## config.mk

```make
export PLATFORM = sky130hd
export DESIGN_NAME = dmi_access_ctrl
export DESIGN_NICKNAME = d
export VERILOG_FILES = /design/src/rtl/dmi_access_ctrl.sv
export SDC_FILE = /design/constraint.sdc
export NUM_CORES = 1
export LEC_CHECK = 0
export ABC_AREA = 1
export ABC_CLOCK_PERIOD_IN_PS = 6300
export BUFFER_PORTS_ARGS = -buffer_cell sky130_fd_sc_hd__buf_2
export CORE_ASPECT_RATIO = 2
export CORE_MARGIN = 2
export CORE_UTILIZATION = 30
export CTS_BUF_LIST = sky130_fd_sc_hd__clkbuf_16
export DETAILED_ROUTE_END_ITERATION = 8
export PLACE_DENSITY = 0.63
export SLEW_MARGIN = 20
export SYNTH_ARGS = -nofsm -noshare
export SYNTH_HDL_FRONTEND = slang
export SYNTH_SLANG_ARGS = --single-unit
```

## constraint.sdc

```tcl
create_clock -name clk_i -period 6.3 [get_ports clk_i]
set_input_delay 0.63 -clock clk_i [delete_from_list [all_inputs] [get_ports clk_i]]
set_output_delay 0.63 -clock clk_i [all_outputs]
set_load 0.02 [all_outputs]
```

## src/rtl/dmi_access_ctrl.sv

```systemverilog
// dmi_access_ctrl: debug-transport side controller for DMI accesses.
// A 41-bit scan word {addr, data, op} launches a read or write on the DMI
// request channel, waits for the response, and reports a sticky status
// through the captured scan word and error_o.
// Optional feature: define DMI_RESP_TIMEOUT_EN to abort a response wait
// after TimeoutCycles cycles with a failed status.
//
// Handshake: a channel transfers on a rising clk_i edge where valid and
// ready are both high; dmi_req_o is held constant while dmi_req_valid_o
// is high, and dmi_req_valid_o never drops before the transfer except on
// dmihardreset_i or rst_i.

package dm;
    typedef struct packed {
        logic [6:0]  addr;
        logic [1:0]  op;
        logic [31:0] data;
    } dmi_req_t;

    typedef struct packed {
        logic [31:0] data;
        logic [1:0]  resp;
    } dmi_resp_t;
endpackage

module dmi_access_ctrl #(
    parameter int unsigned TimeoutCycles = 255
) (
    input  logic          clk_i,
    input  logic          rst_i,
    input  logic          update_i,
    input  logic [40:0]   dr_i,
    input  logic          capture_i,
    output logic [40:0]   dr_o,
    input  logic          dmireset_i,
    input  logic          dmihardreset_i,
    output logic [1:0]    error_o,
    output logic          busy_o,
    output logic          dmi_req_valid_o,
    input  logic          dmi_req_ready_i,
    output dm::dmi_req_t  dmi_req_o,
    input  logic          dmi_resp_valid_i,
    output logic          dmi_resp_ready_o,
    input  dm::dmi_resp_t dmi_resp_i
);

    localparam logic [1:0] OpRead  = 2'd1;
    localparam logic [1:0] OpWrite = 2'd2;
    localparam logic [1:0] ErrOk     = 2'd0;
    localparam logic [1:0] ErrFailed = 2'd2;
    localparam logic [1:0] ErrBusy   = 2'd3;

    typedef enum logic [2:0] {
        IDLE       = 3'd0,
        REQ_READ   = 3'd1,
        WAIT_READ  = 3'd2,
        REQ_WRITE  = 3'd3,
        WAIT_WRITE = 3'd4
    } state_e;

    // The response-wait limit must fit the 16-bit wait counter.
    if ((TimeoutCycles < 1) || (TimeoutCycles > 65535)) begin : g_timeout_range
        $error("dmi_access_ctrl: TimeoutCycles must be within 1..65535");
    end

    state_e      state_q, state_d;
    logic [6:0]  addr_q, addr_d;
    logic [31:0] data_q, data_d;
    logic [1:0]  error_q, error_d;
    logic [40:0] dr_q, dr_d;

    logic [6:0]  scan_addr;
    logic [31:0] scan_data;
    logic [1:0]  scan_op;
    logic        busy;
    logic        waiting;
    logic        resp_fire;
    logic        timeout_hit;

    assign scan_addr = dr_i[40:34];
    assign scan_data = dr_i[33:2];
    assign scan_op   = dr_i[1:0];

    assign busy      = (state_q != IDLE);
    assign waiting   = (state_q == WAIT_READ) || (state_q == WAIT_WRITE);
    assign resp_fire = waiting && dmi_resp_valid_i;

`ifdef DMI_RESP_TIMEOUT_EN
    logic [15:0] wait_cnt_q;

    // Counts cycles spent waiting for a response; zero in every other state.
    always_ff @(posedge clk_i or posedge rst_i) begin
        if (rst_i) begin
            wait_cnt_q <= 16'd0;
        end else begin
            wait_cnt_q <= waiting ? (wait_cnt_q + 16'd1) : 16'd0;
        end
    end

    // A response arriving in the last allowed cycle still wins over the abort.
    assign timeout_hit = waiting && !dmi_resp_valid_i &&
                         (wait_cnt_q == 16'(TimeoutCycles - 1));
`else
    assign timeout_hit = 1'b0;
`endif

    // State and datapath registers.
    always_ff @(posedge clk_i or posedge rst_i) begin
        if (rst_i) begin
            state_q <= IDLE;
            addr_q  <= 7'd0;
            data_q  <= 32'd0;
            error_q <= ErrOk;
            dr_q    <= 41'd0;
        end else begin
            state_q <= state_d;
            addr_q  <= addr_d;
            data_q  <= data_d;
            error_q <= error_d;
            dr_q    <= dr_d;
        end
    end

    // Next-state, sticky-status and capture logic.
    always_comb begin
        state_d = state_q;
        addr_d  = addr_q;
        data_d  = data_q;
        error_d = error_q;
        dr_d    = dr_q;

        case (state_q)
            IDLE: begin
                // A pending error blocks new accesses until it is cleared.
                if (update_i && (error_q == ErrOk)) begin
                    if (scan_op == OpRead) begin
                        state_d = REQ_READ;
                        addr_d  = scan_addr;
                    end else if (scan_op == OpWrite) begin
                        state_d = REQ_WRITE;
                        addr_d  = scan_addr;
                        data_d  = scan_data;
                    end
                end
            end
            REQ_READ: begin
                if (dmi_req_ready_i) state_d = WAIT_READ;
            end
            REQ_WRITE: begin
                if (dmi_req_ready_i) state_d = WAIT_WRITE;
            end
            WAIT_READ: begin
                if (dmi_resp_valid_i) begin
                    data_d  = dmi_resp_i.data;
                    state_d = IDLE;
                end else if (timeout_hit) begin
                    state_d = IDLE;
                end
            end
            WAIT_WRITE: begin
                if (dmi_resp_valid_i || timeout_hit) state_d = IDLE;
            end
            default: state_d = IDLE;
        endcase

        // The first error recorded is kept; later ones never replace it.
        if (error_q == ErrOk) begin
            if (busy && (update_i || capture_i)) begin
                error_d = ErrBusy;
            end else if (resp_fire && (dmi_resp_i.resp != 2'd0)) begin
                error_d = ErrFailed;
            end else if (timeout_hit) begin
                error_d = ErrFailed;
            end
        end

        if (capture_i) begin
            dr_d = {addr_q, data_q, busy ? ErrBusy : error_q};
        end

        if (dmireset_i) error_d = ErrOk;

        // Hard reset abandons the access but keeps the last address and data.
        if (dmihardreset_i) begin
            state_d = IDLE;
            error_d = ErrOk;
            addr_d  = addr_q;
            data_d  = data_q;
        end
    end

    // Request word is built only from registers, so it is stable while valid.
    always_comb begin
        dmi_req_o      = '0;
        dmi_req_o.addr = addr_q;
        dmi_req_o.op   = (state_q == REQ_WRITE) ? OpWrite : OpRead;
        dmi_req_o.data = (state_q == REQ_WRITE) ? data_q : 32'd0;
    end

    assign dmi_req_valid_o  = (state_q == REQ_READ) || (state_q == REQ_WRITE);
    assign dmi_resp_ready_o = waiting;
    assign busy_o           = busy;
    assign error_o          = error_q;
    assign dr_o             = dr_q;

endmodule

```

==> results of run 1 <==
cell families after synthesis:
| logic type | Yosys count | synth area share |
|---|---|---|
| AOI/OAI and AO/OA | 80 | 0.09634 |
| adders and majority gates | 2 | 0.005946 |
| buffers and inverters | 117 | 0.1216 |
| DFF | 85 | 0.5055 |
| and+or+nand+nor | 265 | 0.2706 |
final cells by class:
type,count,area share
inverter,88,0.06110
clock buffer,9,0.04119
multi-input combinational,347,0.2870
clock inverter,7,0.01670
tap,189,0.04325
sequential,85,0.3890
timing repair buffer,172,0.1618
registers in the layout, summed over array words and instances (netlist names):
signal,flops
error_o,2
data_q,32
dr_o,41
addr_q,7
state_q,3
stage by stage:
step | cell area [um2] | util | worst slack, ns
2_1_floorplan | 4208 | - | 3.477
3_3_place_gp | 5127 | 0.3712 | 3.989
3_5_place_dp | 5127 | 0.3712 | 3.968
4_1_cts | 5444 | 0.3941 | 3.601
5_1_grt | 5468 | 0.3958 | 3.456
6_report | 5468 | 0.3958 | 3.657
worst paths after layout:
check,cells after the start,to,startpoint
hold / removal,2,data_q[24]$_DFFE_PP0P_,data_q[24]$_DFFE_PP0P_
setup reg to reg,6,data_q[27]$_DFFE_PP0P_,state_q[2]$_DFFE_PP0P_
hold reg to reg,2,data_q[24]$_DFFE_PP0P_,data_q[24]$_DFFE_PP0P_
max in group asynchronous,3,state_q[1]$_DFFE_PP0P_,rst_i
setup / recovery,4,dmi_req_o[6],state_q[2]$_DFFE_PP0P_
min in group asynchronous,3,dr_o[34]$_DFFE_PP0P_,rst_i
critical path: cells and delay by family (launching register included):
family | cells | cell delay (ns)
buffers and inverters | 2 | 0.33
DFF | 1 | 0.45
and+or+nand+nor | 2 | 0.89
power breakdown:
| group | switching [mW] | internal [mW] | leakage (nW) |
|---|---|---|---|
| sequential | 0.125 | 0.765 | 1.08 |
| combinational | 0.697 | 0.300 | 1.97 |
| clock | 0.215 | 0.345 | 0.150 |
| total | 1.04 | 1.41 | 3.21 |
per-layer routing:
layer,vias to the layer above,track usage
met1,1725,0.1719
met5,-,0
met4,2,0.07425
met2,96,0.2727
met3,23,0.02783
li1,1991,-
placed cells by master (no fill, tap or decap):
cell	instances
sky130_fd_sc_hd__dfrtp_1	85
sky130_fd_sc_hd__buf_12	1
sky130_fd_sc_hd__a21oi_1	3
sky130_fd_sc_hd__nand2_1	166
sky130_fd_sc_hd__or2_2	4
sky130_fd_sc_hd__nand3_1	37
sky130_fd_sc_hd__clkinv_2	1
sky130_fd_sc_hd__a31oi_1	2
sky130_fd_sc_hd__inv_2	3
sky130_fd_sc_hd__bufinv_16	2
sky130_fd_sc_hd__nand3_2	2
sky130_fd_sc_hd__nor2_8	1
sky130_fd_sc_hd__buf_4	1
sky130_fd_sc_hd__nand3b_1	1
sky130_fd_sc_hd__clkinv_1	1
sky130_fd_sc_hd__buf_6	1
sky130_fd_sc_hd__nor2_1	42
sky130_fd_sc_hd__buf_2	169
sky130_fd_sc_hd__ha_1	2
sky130_fd_sc_hd__nor2_4	1
sky130_fd_sc_hd__inv_1	84
sky130_fd_sc_hd__clkinv_4	1
sky130_fd_sc_hd__nand2_4	4
sky130_fd_sc_hd__a21o_1	1
sky130_fd_sc_hd__inv_4	1
sky130_fd_sc_hd__clkinvlp_4	2
sky130_fd_sc_hd__nand2_2	2
sky130_fd_sc_hd__nand4_1	5
sky130_fd_sc_hd__clkbuf_16	9
sky130_fd_sc_hd__o21ai_1	16
sky130_fd_sc_hd__o21ai_0	58
==> results.sh, run 1 <==
export IMPL_fp_dieH_um=171.5
export IMPL_hold_path_class="flip-flop to flip-flop"
export IMPL_slowest_stage="sky130_fd_sc_hd__nand3_2"
export IMPL_synth_seq_cells=85
export IMPL_hold_slack_ns=0.4684
export IMPL_clockRootBuffer="sky130_fd_sc_hd__clkbuf_16"
export IMPL_cts_inserted_buffers=9
export IMPL_ant_nets=0
export IMPL_cp_cell_sequence="inv_2, nand3_2, nor2_1, buf_2"
export IMPL_grt_overflow_total=0
export IMPL_synthTopCellsByArea="sky130_fd_sc_hd__dfrtp_1, sky130_fd_sc_hd__nand2_1, sky130_fd_sc_hd__inv_1"
export IMPL_final_fill_count=1497
export IMPL_clock_path_buffers=2
export IMPL_globalplace_congestion=0.8162
export IMPL_rows=61
export IMPL_synth_top_cell_area_share=0.5055
export IMPL_first_pass_iters=4
export IMPL_post_synth_top_count_cell="sky130_fd_sc_hd__nand2_1"
export IMPL_setup_viol=0
export IMPL_netlist_top_cell_by_area="sky130_fd_sc_hd__dfrtp_1"
export IMPL_coreArea_um2=13810
export IMPL_route_detailed_vias_per_inst=4.278
export IMPL_detail_route_wirelength_met1_mm=4.289
export IMPL_maxCapViolCount=0
export IMPL_die_width_um=87.75
export IMPL_clk_latency_ns=0.34
export IMPL_seqCellArea_um2=2127
export IMPL_synth_warning_count=0
export IMPL_routed_wl_mm=11.40
export IMPL_synth_yosys_seq_area_share=0.5055
export IMPL_grt_setup_unrepaired="no"
export IMPL_post_cts_resized=0
export IMPL_final_setup_skew_ns=0.01016
export IMPL_yosys_top_cells_count="sky130_fd_sc_hd__nand2_1, sky130_fd_sc_hd__dfrtp_1, sky130_fd_sc_hd__inv_1"
export IMPL_layout_min_cycle_time_ns=2.643
export IMPL_dp_hpwl_mm=8.370
export IMPL_buffer_ports_inserted=169
export IMPL_first_global_vias=3528
export IMPL_mappedNetlistArea_um2=4208
export IMPL_routed_via_count=3837
export IMPL_routed_wl_met2_mm=6.320
export IMPL_start_util=0.3046
export IMPL_cts_hold_fix_buffers=0
export IMPL_worst_slew_pin_slew_ns=0.7898
export IMPL_tritoncts_clock_tree="done"
export IMPL_timing_final_max_slew_violations=0
export IMPL_critical_path_max_stage_delay_ns=0.60
export IMPL_critPathRequiredTime_ns=5.67
export IMPL_cts_htree_levels=3
export IMPL_slew_limit_headroom=0.4735
export IMPL_area_growth_pct=29.94
export IMPL_finalPower_mw=2.448
export IMPL_cts_sink_count=85
export IMPL_post_route_period_util=0.4195
export IMPL_fmax_mhz=378.3
export IMPL_hold_violations=0
export IMPL_p_per_area_nw_per_um2=447.7
export IMPL_antenna_violations_before_repair=1
export IMPL_finalNetCount=788
export IMPL_synth_async_sr_flop_share=1.000
export IMPL_globalRouteTotalUtil=0.1535
export IMPL_multi_input_comb_area_um2=1569
export IMPL_n_antenna_cell=0
export IMPL_pin_count_of_the_biggest_net_entering_global_routing=86
export IMPL_postSynthAreaPerCell_um2=7.664
export IMPL_grt_pass1_wl_mm=17.63
export IMPL_synthCells=549
export IMPL_synthDistinctLibCells=29
export IMPL_synth_edf_count=0
export IMPL_wire_length_per_cell_um=12.71
export IMPL_register_clock_pin_slew_on_the_reported_worst_setup_and_hold_paths_ns=0.06
export IMPL_top_flip_flop_cell_by_instance_count_after_synthesis="sky130_fd_sc_hd__dfrtp_1"
export IMPL_fp_dieArea_um2=15050
export IMPL_power_leakage_nw=3.207
export IMPL_layoutNonFillerInstCount=897
export IMPL_cts_post_setup_buffers_inserted=0
export IMPL_worst_ep_arrival_time_ns=2.01
export IMPL_path_type_of_the_worst_setup_path="flip-flop to output port"
export IMPL_run_status="finished, final reports clean"
export IMPL_drtIter0Drc=157
export IMPL_pin_count=170
export IMPL_post_route_cells_drive_above_1_share=0.2895
export IMPL_vdd_drop_max_v=0.0002021
export IMPL_synth_net_count=634
export IMPL_met3_length_um=419
export IMPL_timing_critical_path_to_type="output port"
export IMPL_route_detailed_drc=0
export IMPL_post_place_cells=880
export IMPL_topRoutingLayerUsed="met5"
export IMPL_rrSetupSlack_ns=4.06
export IMPL_timing_setup_tns_ns=0
export IMPL_cp_max_fo=36
export IMPL_worst_setup_path_start_kind="flip-flop"
Power figures use the tool's default switching activity.
==> inputs of run 2 (changes only) <==
- ABC_CLOCK_PERIOD_IN_PS: 6300 -> 2200
- PLACE_DENSITY: 0.63 -> 0.65
- clock period: 6.3 -> 2.2 ns (I/O delays scaled with it)
==> run 2 against run 1 <==
  * Design area is 1.3% higher
  * Register-to-register slack worse by 3.7 ns
  * Sequential share of layout area is 0.50 points lower
  * Total power rose to 2.9 times the previous value
  * Routed wire length grew 1.6%
  * Critical path depth up 1
  * Count of clock-buffer cells in the layout is the same
  * Sequential power rose to 2.9 times the previous value
  * Largest cell class unchanged
  * Largest power group unchanged
==> results.sh, run 2 (synthesis results as in run 1) <==
export IMPL_route_detailed_vias_per_inst=4.268
export IMPL_register_clock_pin_slew_on_the_reported_worst_setup_and_hold_paths_ns=0.06
export IMPL_rrSetupSlack_ns=0.39
export IMPL_clock_path_buffers=2
export IMPL_route_detailed_drc=0
export IMPL_die_width_um=87.75
export IMPL_path_type_of_the_worst_setup_path="flip-flop to output port"
export IMPL_cts_sink_count=85
export IMPL_worst_ep_arrival_time_ns=1.64
export IMPL_first_global_vias=3652
export IMPL_routed_wl_mm=11.58
export IMPL_p_per_area_nw_per_um2=1294
export IMPL_routed_via_count=3850
export IMPL_largest_register_ffs=41
export IMPL_timing_critical_path_to_type="output port"
export IMPL_grt_overflow_total=0
export IMPL_cts_inserted_buffers=9
export IMPL_buffer_ports_inserted=169
export IMPL_crit_reg2reg_capture="data_q[25]$_DFFE_PP0P_"
export IMPL_fp_dieH_um=171.5
export IMPL_cp_max_fo=20
export IMPL_critical_path_max_stage_delay_ns=0.45
export IMPL_antenna_violations_before_repair=0
export IMPL_first_pass_iters=5
export IMPL_layout_min_cycle_time_ns=1.856
export IMPL_rows=61
export IMPL_worst_setup_path_start_kind="flip-flop"
export IMPL_rr_worst_depth=8
export IMPL_final_cell_area_um2=5539
export IMPL_layoutNonFillerInstCount=902
export IMPL_coreArea_um2=13810
export IMPL_ant_nets=0
export IMPL_clk_latency_ns=0.34
export IMPL_final_cell_mix="sky130_fd_sc_hd__buf_2, sky130_fd_sc_hd__nand2_1, sky130_fd_sc_hd__dfrtp_1"
export IMPL_hold_violations=0
export IMPL_cp_cell_sequence="inv_2, nand3_2, buf_4, nor2_1, buf_2"
export IMPL_slew_limit_headroom=0.5710
export IMPL_leading_cell_type_in_the_layout_fill_and_taps_excluded="sky130_fd_sc_hd__buf_2"
export IMPL_globalRouteTotalUtil=0.1587
export IMPL_crit_buf_inv=3
export IMPL_cts_htree_levels=3
export IMPL_area_growth_pct=31.64
export IMPL_drtIter0Drc=153
export IMPL_cts_post_setup_buffers_inserted=0
export IMPL_post_route_cells_drive_above_1_share=0.2945
export IMPL_pin_count_of_the_biggest_net_entering_global_routing=86
export IMPL_critPathRequiredTime_ns=1.98
export IMPL_hold_path_class="primary input to async pin"
export IMPL_n_antenna_cell=0
export IMPL_grt_setup_unrepaired="no"
export IMPL_source_of_the_worst_register_to_register_timing_path="state_q[1]$_DFFE_PP0P_"
export IMPL_cts_hold_fix_buffers=0
export IMPL_wire_length_per_cell_um=12.84
export IMPL_cp_startpoint="state_q[2]$_DFFE_PP0P_"
export IMPL_power_leakage_nw=3.240
export IMPL_finalNetCount=793
export IMPL_run_status="finished, final reports clean"
export IMPL_pin_count=170
export IMPL_dp_hpwl_mm=8.772
export IMPL_fmax_mhz=538.9
export IMPL_cp_top_family="buffers and inverters"
export IMPL_post_place_cells=886
export IMPL_maxCapViolCount=0
export IMPL_slowest_stage="sky130_fd_sc_hd__dfrtp_1"
export IMPL_post_cts_resized=0
export IMPL_grt_pass1_wl_mm=18.22
export IMPL_timing_final_max_slew_violations=0
export IMPL_final_setup_skew_ns=0.004597
export IMPL_clockRootBuffer="sky130_fd_sc_hd__clkbuf_16"
export IMPL_final_core_util=0.4010
export IMPL_start_util=0.3046
export IMPL_vdd_drop_max_v=0.0004391
export IMPL_worst_slew_pin_slew_ns=0.6426
export IMPL_post_route_period_util=0.8434
export IMPL_tritoncts_clock_tree="done"
export IMPL_timing_setup_tns_ns=0
export IMPL_setup_viol=0
export IMPL_fp_dieArea_um2=15050
export IMPL_globalplace_congestion=0.8374
export IMPL_post_dp_cell_area_um2=5200
-- run 2: cell count changes in the layout (fill, tap and decap cells not counted) --
cell | previous run | this run
sky130_fd_sc_hd__buf_12 | 1 | 2
sky130_fd_sc_hd__buf_4 | 1 | 6
sky130_fd_sc_hd__buf_6 | 1 | 0
sky130_fd_sc_hd__bufinv_16 | 2 | 3
sky130_fd_sc_hd__clkinv_1 | 1 | 2
sky130_fd_sc_hd__clkinv_2 | 1 | 0
sky130_fd_sc_hd__inv_1 | 84 | 83
-- run 2: through the flow --
stage	hold WS [ns]	total power, mW	setup WS [ns]
final	0.01374	7.170	0.3445
after detailed placement	0.3863	5.525	0.4093
after global placement	0.3904	5.471	0.4704
after CTS	0.02479	7.271	0.3255
after global routing	0.04078	7.731	0.2252
after floorplan	0.3532	4.599	0.6787
-- run 2: worst register-to-register path: stages, from the launching register on --
cell                      delay [ns]
sky130_fd_sc_hd__dfrtp_1        0.49
sky130_fd_sc_hd__nor2_4         0.19
sky130_fd_sc_hd__nand2_2        0.09
sky130_fd_sc_hd__inv_2          0.10
sky130_fd_sc_hd__nand2_1        0.09
sky130_fd_sc_hd__nand2_4        0.25
sky130_fd_sc_hd__nand2_4        0.28
sky130_fd_sc_hd__nand2_1        0.15
sky130_fd_sc_hd__nand2_1        0.06
-- run 2: worst max-delay path by stage --
stage / cells past startpoint / to / slack, ns
detailed placement: 8 / data_q[15]$_DFFE_PP0P_ / 0.41
finish: 5 / dmi_req_o[7] / 0.34
CTS: 5 / dmi_req_o[10] / 0.33
global placement: 8 / data_q[3]$_DFFE_PP0P_ / 0.47
global route: 8 / data_q[9]$_DFFE_PP0P_ / 0.23
floorplan: 4 / dmi_req_o[10] / 0.68
-- run 2: report_power, final --
group	switching, mW	total (mW)	internal, mW
clock network	0.621	1.72	1.10
logic	1.99	2.88	0.899
registers	0.369	2.56	2.19
-- run 2: final cells by class --
cell class | count | area [um2]
multi-input combinational | 347 | 1569
timing repair buffer | 177 | 930.9
sequential | 85 | 2127
fill | 1462 | 8275
tap | 189 | 236.5
clock buffer | 9 | 225.2
clock inverter | 7 | 113.9
inverter | 88 | 336.6
-- run 2: per-layer routing --
layer | track usage | vias to the layer above | part of all wire
li1 | - | 2001 | -
met1 | 0.1797 | 1730 | 0.39
met2 | 0.2813 | 95 | 0.54
met3 | 0.02927 | 24 | 0.036
met4 | 0.07358 | 0 | 0.036
met5 | 0 | - | 0
